<file path="src/rtl/isa_pkg.sv">
// Shared ISA definitions for the instruction encoder: field types, bit positions,
// immediate widths and the loader FSM state encoding.
package isa_pkg;

  localparam int unsigned WORD_W = 32;
  localparam int unsigned REG_W  = 4;

  typedef enum logic [1:0] {
    FT_REG    = 2'b00,
    FT_MEM    = 2'b01,
    FT_BRANCH = 2'b10,
    FT_KERNEL = 2'b11
  } funtype_t;

  localparam logic [1:0] FC_CMP = 2'b11;
  localparam logic [1:0] FC_MOV = 2'b10;

  localparam int unsigned FUNTYPE_LSB = 30;
  localparam int unsigned FUNCODE_LSB = 28;
  localparam int unsigned RD_LSB      = 24;
  localparam int unsigned RS_LSB      = 20;
  localparam int unsigned RX_LSB      = 16;
  localparam int unsigned SEL_BIT     = 0;

  localparam int unsigned IMM4_W  = 4;
  localparam int unsigned IMM19_W = 19;
  localparam int unsigned IMM28_W = 28;

  typedef enum logic [1:0] {
    ST_IDLE  = 2'b00,
    ST_LOAD  = 2'b01,
    ST_FLUSH = 2'b10,
    ST_DONE  = 2'b11
  } encoder_state_t;

endpackage

</file>
<file path="src/rtl/sync_fifo.sv">
// Single-clock FIFO with synchronous active-low reset; head word is read combinationally.
module sync_fifo #(
  parameter int unsigned WIDTH = 32,
  parameter int unsigned DEPTH = 4
) (
  input  logic                     clk,
  input  logic                     rst,
  input  logic                     i_push,
  input  logic [WIDTH-1:0]         i_wdata,
  input  logic                     i_pop,
  output logic [WIDTH-1:0]         o_rdata,
  output logic                     o_full,
  output logic                     o_empty,
  output logic [$clog2(DEPTH):0]   o_count
);

  localparam int unsigned PTR_W = $clog2(DEPTH);

  logic [WIDTH-1:0] r_mem [DEPTH];
  logic [PTR_W-1:0] r_wptr;
  logic [PTR_W-1:0] r_rptr;
  logic [PTR_W:0]   r_count;
  logic             w_push_ok;
  logic             w_pop_ok;

  assign o_full    = (r_count == (PTR_W+1)'(DEPTH));
  assign o_empty   = (r_count == '0);
  assign o_count   = r_count;
  assign w_push_ok = i_push && !o_full;
  assign w_pop_ok  = i_pop && !o_empty;
  // Gate the head so stale storage never shows on the output while empty.
  assign o_rdata   = o_empty ? '0 : r_mem[r_rptr];

  always_ff @(posedge clk) begin
    if (w_push_ok) begin
      r_mem[r_wptr] <= i_wdata;
    end
  end

  always_ff @(posedge clk) begin
    if (!rst) begin
      r_wptr  <= '0;
      r_rptr  <= '0;
      r_count <= '0;
    end else begin
      if (w_push_ok) begin
        r_wptr <= r_wptr + PTR_W'(1);
      end
      if (w_pop_ok) begin
        r_rptr <= r_rptr + PTR_W'(1);
      end
      case ({w_push_ok, w_pop_ok})
        2'b10:   r_count <= r_count + (PTR_W+1)'(1);
        2'b01:   r_count <= r_count - (PTR_W+1)'(1);
        default: r_count <= r_count;
      endcase
    end
  end

endmodule

</file>
<file path="src/rtl/instruction_encoder.sv">
// Program loader: encodes field beats into ISA words, queues them and streams them
// into instruction memory at consecutive addresses.
module instruction_encoder
  import isa_pkg::*;
#(
  parameter int unsigned bus       = 32,
  parameter int unsigned DEPTH     = 4,
  parameter int unsigned ADDR_STEP = 4
) (
  input  logic              clk,
  input  logic              rst,
  input  logic              start,
  input  logic [bus-1:0]    base_addr,
  input  logic              in_valid,
  output logic              in_ready,
  input  logic [1:0]        in_funtype,
  input  logic [1:0]        in_funcode,
  input  logic [REG_W-1:0]  in_rd,
  input  logic [REG_W-1:0]  in_rs,
  input  logic [REG_W-1:0]  in_rx,
  input  logic [bus-1:0]    in_imm,
  input  logic              in_selimm,
  input  logic              in_last,
  output logic              mem_we,
  output logic [bus-1:0]    mem_addr,
  output logic [WORD_W-1:0] mem_wdata,
  input  logic              mem_ready,
  output logic              busy,
  output logic              done,
  output logic              err,
  output logic [bus-1:0]    word_count
);

  localparam int unsigned CNT_W = $clog2(DEPTH) + 1;

  encoder_state_t    r_state;
  encoder_state_t    w_next_state;
  logic [bus-1:0]    r_addr;
  logic [bus-1:0]    r_count;
  logic              r_err;
  logic [WORD_W-1:0] w_word;
  logic              w_range_err;
  logic              w_accept;
  logic              w_push;
  logic              w_pop;
  logic              w_start_acc;
  logic [WORD_W-1:0] w_head;
  logic              w_full;
  logic              w_empty;
  logic [CNT_W-1:0]  w_fifo_count;

  assign in_ready    = (r_state == ST_LOAD) && !w_full;
  assign w_accept    = in_valid && in_ready;
  assign w_push      = w_accept && !w_range_err;
  assign w_pop       = mem_we && mem_ready;
  assign w_start_acc = start && ((r_state == ST_IDLE) || (r_state == ST_DONE));

  assign mem_we     = !w_empty;
  assign mem_wdata  = w_head;
  assign mem_addr   = r_addr;
  assign word_count = r_count;
  assign err        = r_err;
  assign busy       = (r_state == ST_LOAD) || (r_state == ST_FLUSH);
  assign done       = (r_state == ST_DONE);

  // Field packing and immediate range check for the beat on the input port.
  always_comb begin
    w_word      = '0;
    w_range_err = 1'b0;
    w_word[FUNTYPE_LSB +: 2]     = in_funtype;
    w_word[FUNCODE_LSB +: 2]     = in_funcode;
    w_word[RD_LSB +: REG_W]      = in_rd;
    case (funtype_t'(in_funtype))
      FT_REG: begin
        w_word[RS_LSB +: REG_W] = (in_funcode == FC_CMP) ? '0 : in_rs;
        if (in_selimm) begin
          w_word[SEL_BIT+1 +: IMM19_W] = in_imm[IMM19_W-1:0];
          w_word[SEL_BIT]              = 1'b1;
          w_range_err                  = ((in_imm >> IMM19_W) != '0);
        end else begin
          w_word[RX_LSB +: REG_W] = in_rx;
        end
      end
      FT_BRANCH: begin
        // Branch target overwrites rd; bit 0 doubles as the immediate flag.
        w_word[IMM28_W-1:0] = in_imm[IMM28_W-1:0];
        w_range_err         = ((in_imm >> IMM28_W) != '0) || !in_imm[0];
      end
      default: begin
        w_word[RS_LSB +: REG_W] = in_selimm ? in_imm[IMM4_W-1:0] : in_rs;
        w_word[RX_LSB +: REG_W] = in_rx;
        w_word[SEL_BIT]         = in_selimm;
        w_range_err             = in_selimm && ((in_imm >> IMM4_W) != '0);
      end
    endcase
  end

  always_ff @(posedge clk) begin
    if (!rst) begin
      r_state <= ST_IDLE;
    end else begin
      r_state <= w_next_state;
    end
  end

  always_comb begin
    w_next_state = r_state;
    case (r_state)
      ST_IDLE:  if (start) w_next_state = ST_LOAD;
      ST_LOAD:  if (w_accept && in_last) w_next_state = ST_FLUSH;
      ST_FLUSH: if (w_fifo_count == '0) w_next_state = ST_DONE;
      ST_DONE:  w_next_state = start ? ST_LOAD : ST_IDLE;
      default:  w_next_state = ST_IDLE;
    endcase
  end

  // Session address/count/error tracking.
  always_ff @(posedge clk) begin
    if (!rst) begin
      r_addr  <= '0;
      r_count <= '0;
      r_err   <= 1'b0;
    end else if (w_start_acc) begin
      r_addr  <= base_addr;
      r_count <= '0;
      r_err   <= 1'b0;
    end else begin
      if (w_pop) begin
        r_addr  <= r_addr + bus'(ADDR_STEP);
        r_count <= r_count + bus'(1);
      end
      if (w_accept && w_range_err) begin
        r_err <= 1'b1;
      end
    end
  end

  sync_fifo #(
    .WIDTH (WORD_W),
    .DEPTH (DEPTH)
  ) u_fifo (
    .clk     (clk),
    .rst     (rst),
    .i_push  (w_push),
    .i_wdata (w_word),
    .i_pop   (w_pop),
    .o_rdata (w_head),
    .o_full  (w_full),
    .o_empty (w_empty),
    .o_count (w_fifo_count)
  );

endmodule

</file>
<file path="config.mk">
export PLATFORM = sky130hd
export DESIGN_NAME = instruction_encoder
export DESIGN_NICKNAME = d
export VERILOG_FILES = /design/src/rtl/isa_pkg.sv /design/src/rtl/sync_fifo.sv /design/src/rtl/instruction_encoder.sv
export SDC_FILE = /design/constraint.sdc
export NUM_CORES = 1
export LEC_CHECK = 0
export BUFFER_PORTS_ARGS = -buffer_cell sky130_fd_sc_hd__buf_2
export CORE_MARGIN = 1.5
export CORE_UTILIZATION = 55
export CTS_CLUSTER_SIZE = 8
export DETAILED_ROUTE_END_ITERATION = 8
export GPL_ROUTABILITY_DRIVEN = 1
export PLACE_DENSITY = 0.91
export SLEW_MARGIN = 20
export SYNTH_ARGS = -nofsm -noshare
export SYNTH_HDL_FRONTEND = slang
export SYNTH_HIERARCHICAL = 1
export SYNTH_SLANG_ARGS = --single-unit
export TNS_END_PERCENT = 1
</file>
<file path="constraint.sdc">
create_clock -name clk -period 3.8 [get_ports clk]
set_input_delay 0.19 -clock clk [delete_from_list [all_inputs] [get_ports clk]]
set_output_delay 0.19 -clock clk [all_outputs]
set_load 0.005 [all_outputs]
</file>
==> impl_metrics.env <==
export IMPL_power_mw=5.873
export IMPL_rsz0062_at_grt="false"
export IMPL_io_buffers=187
export IMPL_slew_headroom_pct=30.23
export IMPL_hold_buffers=31
export IMPL_slew_viol_final=0
export IMPL_crit_top_cell="inv_1"
export IMPL_cts_root_buf="clkbuf_16"
export IMPL_antenna_found_initial=3
export IMPL_timing_fmax_mhz=341.9
export IMPL_fin_tns_setup_ps=0
export IMPL_met1_usage_pct=34.21
export IMPL_period_minus_slack_ps=2925
export IMPL_ff2ff_path_depth=12
export IMPL_cts_sinks=204
export IMPL_totalWireLength_mm=23.27
export IMPL_max_slew_worst_pin_slew_ps=1044
export IMPL_drv_cap=0
export IMPL_post_synth_cell_area_avg_um2=12.51
export IMPL_drive_gt1_share_pct=28.97
export IMPL_finalCritPeriodShare_pct=76.97
export IMPL_wire_per_inst_um=19.39
export IMPL_hold_viol_final=0
export IMPL_layout_nets=1061
export IMPL_cp_arrival_ps=3360
export IMPL_mostFrequentLayoutCells="buf_2 (187), edfxtp_1 (128), dfxtp_1 (75)"
export IMPL_drt_pass1_iterations=5
export IMPL_worstReg2RegStart="u_fifo/o_count[2]$_SDFFE_PN0P_"
export IMPL_grt_start_max_net_pins=34
export IMPL_track_usage_pct=26.16
export IMPL_busiest_layer="met2"
export IMPL_power_switching_mw=1.546
export IMPL_endpoint_kind="flip-flop"
export IMPL_final_fill_count=1083
export IMPL_die_w_um=132.3
export IMPL_grt_pass1_vias=6782
export IMPL_crit_required_ps=4240
export IMPL_path_clk_slew_ps=50
export IMPL_critPathSlowestCell="dfxtp_1"
export IMPL_p_per_area_mw_per_mm2=509.9
export IMPL_rrSetupSlack_ps=880
export IMPL_status="complete, no violations"
export IMPL_path_class="flip-flop to flip-flop"
export IMPL_die_h_um=132.3
export IMPL_synth_yosys_seq_area_share_pct=58.36
export IMPL_numCtsBuffers=29
export IMPL_p_int_mw=4.327
export IMPL_synthesis_area_mm2=0.009194
export IMPL_final_common_cell="buf_2"
export IMPL_yosysWarnings=6
export IMPL_vias=7039
export IMPL_power_leakage_nw=4.264
export IMPL_synth_cell_types=57
export IMPL_drtIter0Drc=577
export IMPL_grt_use_met3_pct=4.960
export IMPL_rr_endpoint="u_fifo/o_count[2]$_SDFFE_PN0P_"
export IMPL_boundaryPins=188
export IMPL_cts_resized_gates=0
export IMPL_hp_class="input port to flip-flop"
export IMPL_seq_power_share_pct=45.8
export IMPL_htree_levels=1
export IMPL_synth_edf_count=128
export IMPL_cpPeakStageDelay_ps=410
export IMPL_crit_end="u_fifo/o_count[2]$_SDFFE_PN0P_"
export IMPL_place_hpwl_mm=14.27
export IMPL_die_area_mm2=0.01750
export IMPL_startpoint_type="flip-flop"
export IMPL_ant_nets=0
export IMPL_insertion_delay_ps=530
export IMPL_cts_setup_buffers=0
export IMPL_place_gp_congestion=0.8889
export IMPL_avgViaCountPerCell=5.866
export IMPL_swShare_pct=26.33
export IMPL_rows=47
export IMPL_critPathTopFamily="simple AND/OR/NAND/NOR gates"
export IMPL_mappedNetlistNets=835
export IMPL_cp_num_buf_inv=2
export IMPL_cp_max_fo=7
export IMPL_power_frac_clock_pct=39.4
export IMPL_synthCells=735
export IMPL_ir_drop_v=0.0004133
export IMPL_worstSetupStartpoint="u_fifo/o_count[2]$_SDFFE_PN0P_"
export IMPL_grt_pass1_wl_mm=36.27
export IMPL_route_detailed_drc=0
export IMPL_syn2layout_area_growth_pct=25.29
export IMPL_combinationalPowerShare_pct=14.9
export IMPL_clk_path_buf_depth=3
export IMPL_grt_util_met2_pct=43.46
export IMPL_overflow=0
export IMPL_skew_ps=16.56
export IMPL_async_flop_share_pct=0
export IMPL_initial_core_util_pct=55.84
export IMPL_ys_ff_latch=204
export IMPL_cts_tree="done"
export IMPL_core_area_mm2=0.01647
export IMPL_cp_cell_sequence="nor3b_1 > and3b_1 > o21ai_0 > a21oi_1 > nor2b_1 > inv_1 > ha_1 > inv_1 > fa_1 > xor2_1 > or3_1 > a21boi_0"
export IMPL_ys_flop_type="edfxtp_1"
export IMPL_finalSetupViolCount=0
export IMPL_path_depth=12
-- worst min-delay path by stage --
stage | start | to | slack, ps | cells past startpoint
2_1_floorplan | in_funcode[0] | u_fifo/r_mem[0][28]$_DFFE_PP_ | 290 | 0
3_3_place_gp | base_addr[28] | mem_addr[28]$_SDFFE_PN0P_ | 410 | 3
3_5_place_dp | base_addr[28] | mem_addr[28]$_SDFFE_PN0P_ | 420 | 3
4_1_cts | base_addr[17] | mem_addr[17]$_SDFFE_PN0P_ | 6 | 3
5_1_grt | base_addr[5] | mem_addr[5]$_SDFFE_PN0P_ | 30 | 3
6_report | base_addr[5] | mem_addr[5]$_SDFFE_PN0P_ | 30 | 3
-- cell usage after synthesis, types with 20 or more instances --
| cell | count | share of area [%] |
|---|---|---|
| a21oi_1 | 32 | 1.7 |
| clkbuf_1 | 26 | 1.1 |
| dfxtp_1 | 76 | 17 |
| edfxtp_1 | 128 | 42 |
| mux4_2 | 32 | 7.8 |
| nand2_1 | 42 | 1.7 |
| nand3_1 | 20 | 1.1 |
| nor2_1 | 51 | 2.1 |
| nor2b_1 | 44 | 3.0 |
| o21ai_0 | 30 | 1.6 |
| xnor2_1 | 32 | 3.0 |
| xor2_1 | 23 | 2.2 |
-- power groups by stage --
stage	Clock (mW)	Combinational (mW)	Sequential, mW
floorplan	0	0.476	2.70
global placement	0	0.794	2.71
detailed placement	0	0.817	2.71
CTS	2.34	0.849	2.68
global route	2.45	0.956	2.71
finish	2.31	0.874	2.69
-- worst min-delay path, stage by stage --
cell      delay [ps]
buf_2            100
nor2_1           120
a211oi_1          80
-- metrics by stage --
step	instances	hold slack, ps	instance area, µm²	worst slack [ps]	util, %
3_5_place_dp	1119	416.6	10380	888.6	63.05
4_1_cts	1197	5.559	11510	905.1	69.91
2_1_floorplan	735	288.9	9194	1190	-
6_report	1200	26.22	11520	875.3	69.95
3_3_place_gp	1119	410.8	10380	960.1	63.05
5_1_grt	1200	30.98	11520	654.4	69.95
-- sequential cells by signal, summed over array words and instances (netlist names), named ones only --
signal and flops:
u_fifo/r_wptr 2, err 1, word_count 32, u_fifo/o_count 3, mem_addr 32, u_fifo/r_mem 128
u_fifo/r_rptr 2, r_state 2
-- kinds of logic (layout without fill, tap and decap cells) --
family / count (synthesis) / count (layout) / share of synthesized area, %
buffers and inverters: 55 / 297 / 2.640
xor gates and xnor gates: 55 / 55 / 5.239
and+or+nand+nor: 251 / 251 / 14.93
adders and majority gates: 13 / 13 / 1.851
AOI/OAI and AO/OA: 113 / 113 / 7.771
DFF: 204 / 204 / 58.36
muxes: 44 / 44 / 9.213
other: 0 / 3 / 0
-- metal layers --
metal  part of all wire, %  vias up  routed length, µm
met5                     0        -                  0
met4                   3.6        0                839
met3                   7.7       76               1798
met2                    49      401              11300
met1                    40     3361               9327
li1                      -     3201                  -
-- layout make-up --
type | count | area [µm²] | share of cell area, %
clock buffer | 46 | 809.5 | 7.028
tap | 220 | 275.3 | 2.390
timing repair buffer | 233 | 1396 | 12.12
sequential | 204 | 5366 | 46.59
multi-input combinational | 476 | 3591 | 31.18
antenna | 3 | 7.507 | 0.06518
inverter | 17 | 63.81 | 0.5540
clock inverter | 1 | 8.758 | 0.07604
Power figures use the tool's default switching activity.
